[src/rtl/sub_ctrl_pkg.sv]
// Shared types and helpers for the bit-serial subtractor controller.
package sub_ctrl_pkg;

  typedef enum logic [1:0] {
    IDLE = 2'd0,
    RUN  = 2'd1,
    DONE = 2'd2
  } state_t;

  // Ceiling log2 for sizing counters; returns 1 for an argument of 2.
  function automatic int clog2(input int value);
    int result;
    int remaining;
    result = 0;
    remaining = value - 1;
    while (remaining > 0) begin
      result++;
      remaining = remaining >> 1;
    end
    return result;
  endfunction

endpackage

[src/rtl/full_subtractor_cell.sv]
// Single-bit full subtractor: d = a - b - bin, bout set when the bit underflows.
module full_subtractor_cell (
  input  logic a,
  input  logic b,
  input  logic bin,
  output logic d,
  output logic bout
);

  assign d    = a ^ b ^ bin;
  assign bout = (~a & b) | (~(a ^ b) & bin);

endmodule

[src/rtl/bit_serial_sub_ctrl.sv]
// Bit-serial unsigned subtractor: one full-subtractor cell reused LSB-first over WIDTH cycles.
module bit_serial_sub_ctrl
  import sub_ctrl_pkg::*;
#(
  parameter int WIDTH = 8
) (
  input  logic             clk,
  input  logic             rst_n,
  input  logic             in_valid,
  output logic             in_ready,
  input  logic [WIDTH-1:0] a,
  input  logic [WIDTH-1:0] b,
  output logic             out_valid,
  input  logic             out_ready,
  output logic [WIDTH-1:0] diff,
  output logic             borrow_out,
  output logic             busy
);

  localparam int CNT_W = clog2(WIDTH);
  localparam logic [CNT_W-1:0] LAST_BIT = CNT_W'(WIDTH - 1);

  state_t           state_q, state_d;
  logic [WIDTH-1:0] a_sr_q, a_sr_d;
  logic [WIDTH-1:0] b_sr_q, b_sr_d;
  logic [WIDTH-2:0] part_q, part_d;
  logic [WIDTH-1:0] diff_q, diff_d;
  logic             bin_q, bin_d;
  logic             borrow_out_q, borrow_out_d;
  logic [CNT_W-1:0] cnt_q, cnt_d;
  logic             in_ready_q, in_ready_d;
  logic             busy_q, busy_d;
  logic             out_valid_q, out_valid_d;

  logic cell_d;
  logic cell_bout;

  full_subtractor_cell u_cell (
    .a    (a_sr_q[0]),
    .b    (b_sr_q[0]),
    .bin  (bin_q),
    .d    (cell_d),
    .bout (cell_bout)
  );

  // The partial difference is kept apart from diff_q so the visible result only changes on completion.
  always_comb begin
    state_d      = state_q;
    a_sr_d       = a_sr_q;
    b_sr_d       = b_sr_q;
    part_d       = part_q;
    diff_d       = diff_q;
    bin_d        = bin_q;
    borrow_out_d = borrow_out_q;
    cnt_d        = cnt_q;

    case (state_q)
      IDLE: begin
        if (in_valid && in_ready_q) begin
          state_d = RUN;
          a_sr_d  = a;
          b_sr_d  = b;
          bin_d   = 1'b0;
          cnt_d   = '0;
        end
      end
      RUN: begin
        a_sr_d = a_sr_q >> 1;
        b_sr_d = b_sr_q >> 1;
        part_d = part_q >> 1;
        part_d[WIDTH-2] = cell_d;
        bin_d  = cell_bout;
        cnt_d  = cnt_q + CNT_W'(1);
        if (cnt_q == LAST_BIT) begin
          state_d      = DONE;
          diff_d       = {cell_d, part_q};
          borrow_out_d = cell_bout;
        end
      end
      DONE: begin
        if (out_ready) begin
          state_d = IDLE;
        end
      end
      default: state_d = IDLE;
    endcase

    in_ready_d  = (state_d == IDLE);
    busy_d      = (state_d == RUN);
    out_valid_d = (state_d == DONE);
  end

  always_ff @(posedge clk or negedge rst_n) begin
    if (!rst_n) begin
      state_q      <= IDLE;
      a_sr_q       <= '0;
      b_sr_q       <= '0;
      part_q       <= '0;
      diff_q       <= '0;
      bin_q        <= 1'b0;
      borrow_out_q <= 1'b0;
      cnt_q        <= '0;
      in_ready_q   <= 1'b1;
      busy_q       <= 1'b0;
      out_valid_q  <= 1'b0;
    end else begin
      state_q      <= state_d;
      a_sr_q       <= a_sr_d;
      b_sr_q       <= b_sr_d;
      part_q       <= part_d;
      diff_q       <= diff_d;
      bin_q        <= bin_d;
      borrow_out_q <= borrow_out_d;
      cnt_q        <= cnt_d;
      in_ready_q   <= in_ready_d;
      busy_q       <= busy_d;
      out_valid_q  <= out_valid_d;
    end
  end

  assign in_ready   = in_ready_q;
  assign busy       = busy_q;
  assign out_valid  = out_valid_q;
  assign diff       = diff_q;
  assign borrow_out = borrow_out_q;

endmodule

[config.mk]
export PLATFORM = sky130hd
export DESIGN_NAME = bit_serial_sub_ctrl
export DESIGN_NICKNAME = d
export VERILOG_FILES = /design/src/rtl/sub_ctrl_pkg.sv /design/src/rtl/full_subtractor_cell.sv /design/src/rtl/bit_serial_sub_ctrl.sv
export SDC_FILE = /design/constraint.sdc
export NUM_CORES = 1
export LEC_CHECK = 0
export ABC_AREA = 0
export BUFFER_PORTS_ARGS = -buffer_cell sky130_fd_sc_hd__buf_2
export CAP_MARGIN = 20
export CORE_ASPECT_RATIO = 1.1
export CORE_MARGIN = 5
export CORE_UTILIZATION = 52
export CTS_BUF_LIST = sky130_fd_sc_hd__clkbuf_2
export DETAILED_ROUTE_END_ITERATION = 10
export HOLD_SLACK_MARGIN = 0.12
export PLACE_DENSITY = 0.78
export SYNTH_ARGS = -nofsm -noshare
export SYNTH_HDL_FRONTEND = slang
export SYNTH_SLANG_ARGS = --single-unit
[constraint.sdc]
create_clock -name clk -period 1.5 [get_ports clk]
set_input_delay 0.075 -clock clk [delete_from_list [all_inputs] [get_ports clk]]
set_output_delay 0.075 -clock clk [all_outputs]
set_load 0.01 [all_outputs]
==> metrics.yaml <==
drv.max_cap_violation_count: 0
synth.avg_cell_area_sq_um: 11.8
final_layout_size_suffix_gt1_share_pct: 31.0
min_period_over_period_pct: 95.3
clock_tree_from_tritoncts: "yes"
timing.reg2reg.setup_slack_ns: 0.07
chip_height_um: 72.5
setup_viol_count_final: 0
pins_over_their_slew_limit: 0
die-area_sq_um: 4840
inserted_diodes: 0
ys_warn_count: 0
switchingPower_mw: 1.55
finish.net_count: 232
timing.hold.worst.class: "input port to async pin"
boundaryPins: 32
fp.coreArea_sq_um: 3390
power_density_nw_per_um2: 1830
power.sequential.fraction_pct: 42.7
crit_arrival_ns: 1.73
total_drc_errors_in_the_routed_layout: 0
peakVddDrop_v: 0.00106
portBuffers: 31
design_area_sq_um: 2310
dieWidth_um: 66.8
clock_insertion_delay_worst_skew_ns: 0.41
grt_max_degree: 24
route.detailed.vias_per_inst: 5.17
crit_required_ns: 1.80
initial_antenna_violation_count: 0
worst_slew_pin_slew_ns: 0.491
worst_slack_ns: 0.0698
floorplan.initialDensity_pct: 54.5
cts.reportedPaths.clkPinSlew_ns: 0.20
timing.critical_path.fanout_max: 6
dr_total_vias: 1335
grt_setup_unrepaired: "false"
clock_tree.buffer_depth: 2
area_growth_syn_to_layout_pct: 25.1
post_synth_num_cell_types: 26
power.static_leakage_nw: 1.12
dp_hpwl_mm: 2.53
rr_worst_depth: 4
reg_to_reg_end: "diff[6]"
core.rowCount: 22
synth_cells: 157
initial_drc_count: 64
worstSetupPathType: "register to register"
track_usage_pct: 18.0
setup.worst_path.end_class: "register"
drt-pass1-iter-count: 4
outcome: "finished, final reports clean"
htreeDepth: 2
average_wire_per_standard_cell_um: 14.7
grt-ovfl-total: 0
clock_power_share_pct: 15.0
synth-seq-area-share_pct: 55.6
final_cell_count_no_fill: 258
synth-seq-cells: 41
power_switching_share_pct: 36.7
setup_tns_ns: 0
place_congestion: 0.779
clkSinkCount: 41
final_core_utilization_pct: 68.3
cts_buffers: 5
fill_cells: 266
achievable-frequency_mhz: 699
wl_mm: 3.78
cts-root-buf: "sky130_fd_sc_hd__clkbuf_2"
hold_viol: 0
synthesis.nets: 180
antenna_nets_post_route: 0
p_comb_share_pct: 42.3
max-slew-margin-rel_pct: 67.3
netlist_area_sq_um: 1850
finClkSkew_ns: 0.0181
grt_pass1_wl_mm: 6.51
post-route-min-period_ns: 1.43
critPathLaunch: "cnt_q[0]"
pre_cts_ws_ns: 0.0198
start_kind: "register"
first_global_vias: 1352
numPlacedInstances: 232
p_int_mw: 2.68
place_area_sq_um: 2040
reg2reg_from: "cnt_q[0]"
[Yosys cell counts (all sizes together)]
| cell type | number | area, sq um |
|---|---|---|
| dfrtp | 40 | 1000 |
| nand2 | 28 | 105 |
| nor2b | 15 | 93.8 |
| o2bb2ai | 15 | 138 |
| a22oi | 14 | 105 |
| buf | 11 | 75.1 |
| mux2 | 10 | 113 |
| nor2 | 3 | 11.3 |
| o21ai | 3 | 15.0 |
| a21oi | 2 | 10.0 |
| a22o | 2 | 17.5 |
| and2 | 2 | 15.0 |
| and4b | 2 | 20.0 |
| ha | 2 | 25.0 |
| inv | 2 | 7.51 |
| clkbuf | 1 | 3.75 |
| dfstp | 1 | 26.3 |
| fa | 1 | 20.0 |
| nand2b | 1 | 6.26 |
| nand3b | 1 | 20.0 |
| o21bai | 1 | 18.8 |
[cell usage in the layout, fill, tap and decap left out, types with 3 or more instances in the layout]
master / instances
sky130_fd_sc_hd__nor2b_1: 14
sky130_fd_sc_hd__buf_2: 31
sky130_fd_sc_hd__dfrtp_1: 40
sky130_fd_sc_hd__o21ai_0: 3
sky130_fd_sc_hd__mux2_2: 9
sky130_fd_sc_hd__a22oi_1: 14
sky130_fd_sc_hd__buf_4: 9
sky130_fd_sc_hd__o2bb2ai_1: 14
sky130_fd_sc_hd__nor2_1: 3
sky130_fd_sc_hd__nand2_1: 28
sky130_fd_sc_hd__clkbuf_2: 6
sky130_fd_sc_hd__dlygate4sd3_1: 15
[stage by stage]
stage | hold WS (ns) | power [mW]
floorplan | -0.221 | 3.00
global placement | 0.0595 | 3.34
detailed placement | 0.0664 | 3.45
CTS | 0.122 | 4.14
global route | 0.127 | 4.60
finish | 0.129 | 4.24
[sequential cells by signal, indices dropped and copies added, names as in the netlist]
signal,cells
out_valid,1
in_ready,1
cnt_q,3
bin_q,1
busy,1
a_sr_q,8
diff,8
part_q,7
b_sr_q,8
state_q,2
borrow_out,1
[power groups by stage]
| stage | Sequential [mW] | Clock [mW] | Combinational, mW |
|---|---|---|---|
| 6_report | 1.81 | 0.635 | 1.79 |
| 5_1_grt | 1.86 | 0.714 | 2.02 |
| 4_1_cts | 1.80 | 0.645 | 1.69 |
| 3_5_place_dp | 1.82 | 0 | 1.63 |
| 3_3_place_gp | 1.78 | 0 | 1.56 |
| 2_1_floorplan | 1.80 | 0 | 1.20 |
[how the worst max path moves through the flow]
stage | slack, ns | to
after detailed placement | 0.02 | diff[6]
after CTS | 0.03 | diff[6]
final | 0.07 | diff[6]
after global placement | 0.09 | diff[6]
after floorplan | 0.04 | diff[2]
after global routing | 0.01 | diff[6]
[critical path, stage by stage (launching register included)]
cell and delay (ns):
sky130_fd_sc_hd__dfrtp_1 0.42, sky130_fd_sc_hd__ha_1 0.23, sky130_fd_sc_hd__ha_4 0.19, sky130_fd_sc_hd__nand3b_4 0.12
sky130_fd_sc_hd__mux2_2 0.35
[layout make-up]
type | instances | area [sq um] | area share (%)
clock buffer | 6 | 30.0 | 1.30
clock inverter | 2 | 33.8 | 1.46
inverter | 2 | 7.51 | 0.325
multi-input combinational | 103 | 759 | 32.9
sequential | 41 | 1030 | 44.5
tap | 48 | 60.1 | 2.60
timing repair buffer | 56 | 393 | 17.0
[logic make-up after synthesis]
kind of cell | after synthesis | share of synthesized area (%)
DFF | 41 | 55.6
adders and majority gates | 3 | 2.44
and+or+nand+nor | 52 | 14.7
buffers and inverters | 14 | 4.67
muxes | 10 | 6.10
AOI/OAI and AO/OA | 37 | 16.5
[routing by layer]
layer / share of wire [%] / routed length (um) / up-vias / global-route usage, %
met5: 0 / 0 / - / 0
met4: 1.5 / 58 / 0 / 6.09
met3: 5.0 / 190 / 5 / 4.95
met2: 50 / 1890 / 31 / 28.3
met1: 43 / 1640 / 639 / 24.1
li1: - / - / 660 / -
[repair_timing]
action                                  CTS  global route
hold buffers                             15             0
resized for setup                         1             2
buffers inserted                          0             2
endpoints found under the hold margin    58             0
cloned                                    1             0
pin swaps                                 0             1
endpoints found under the setup margin    4            13
Power figures use the tool's default switching activity.
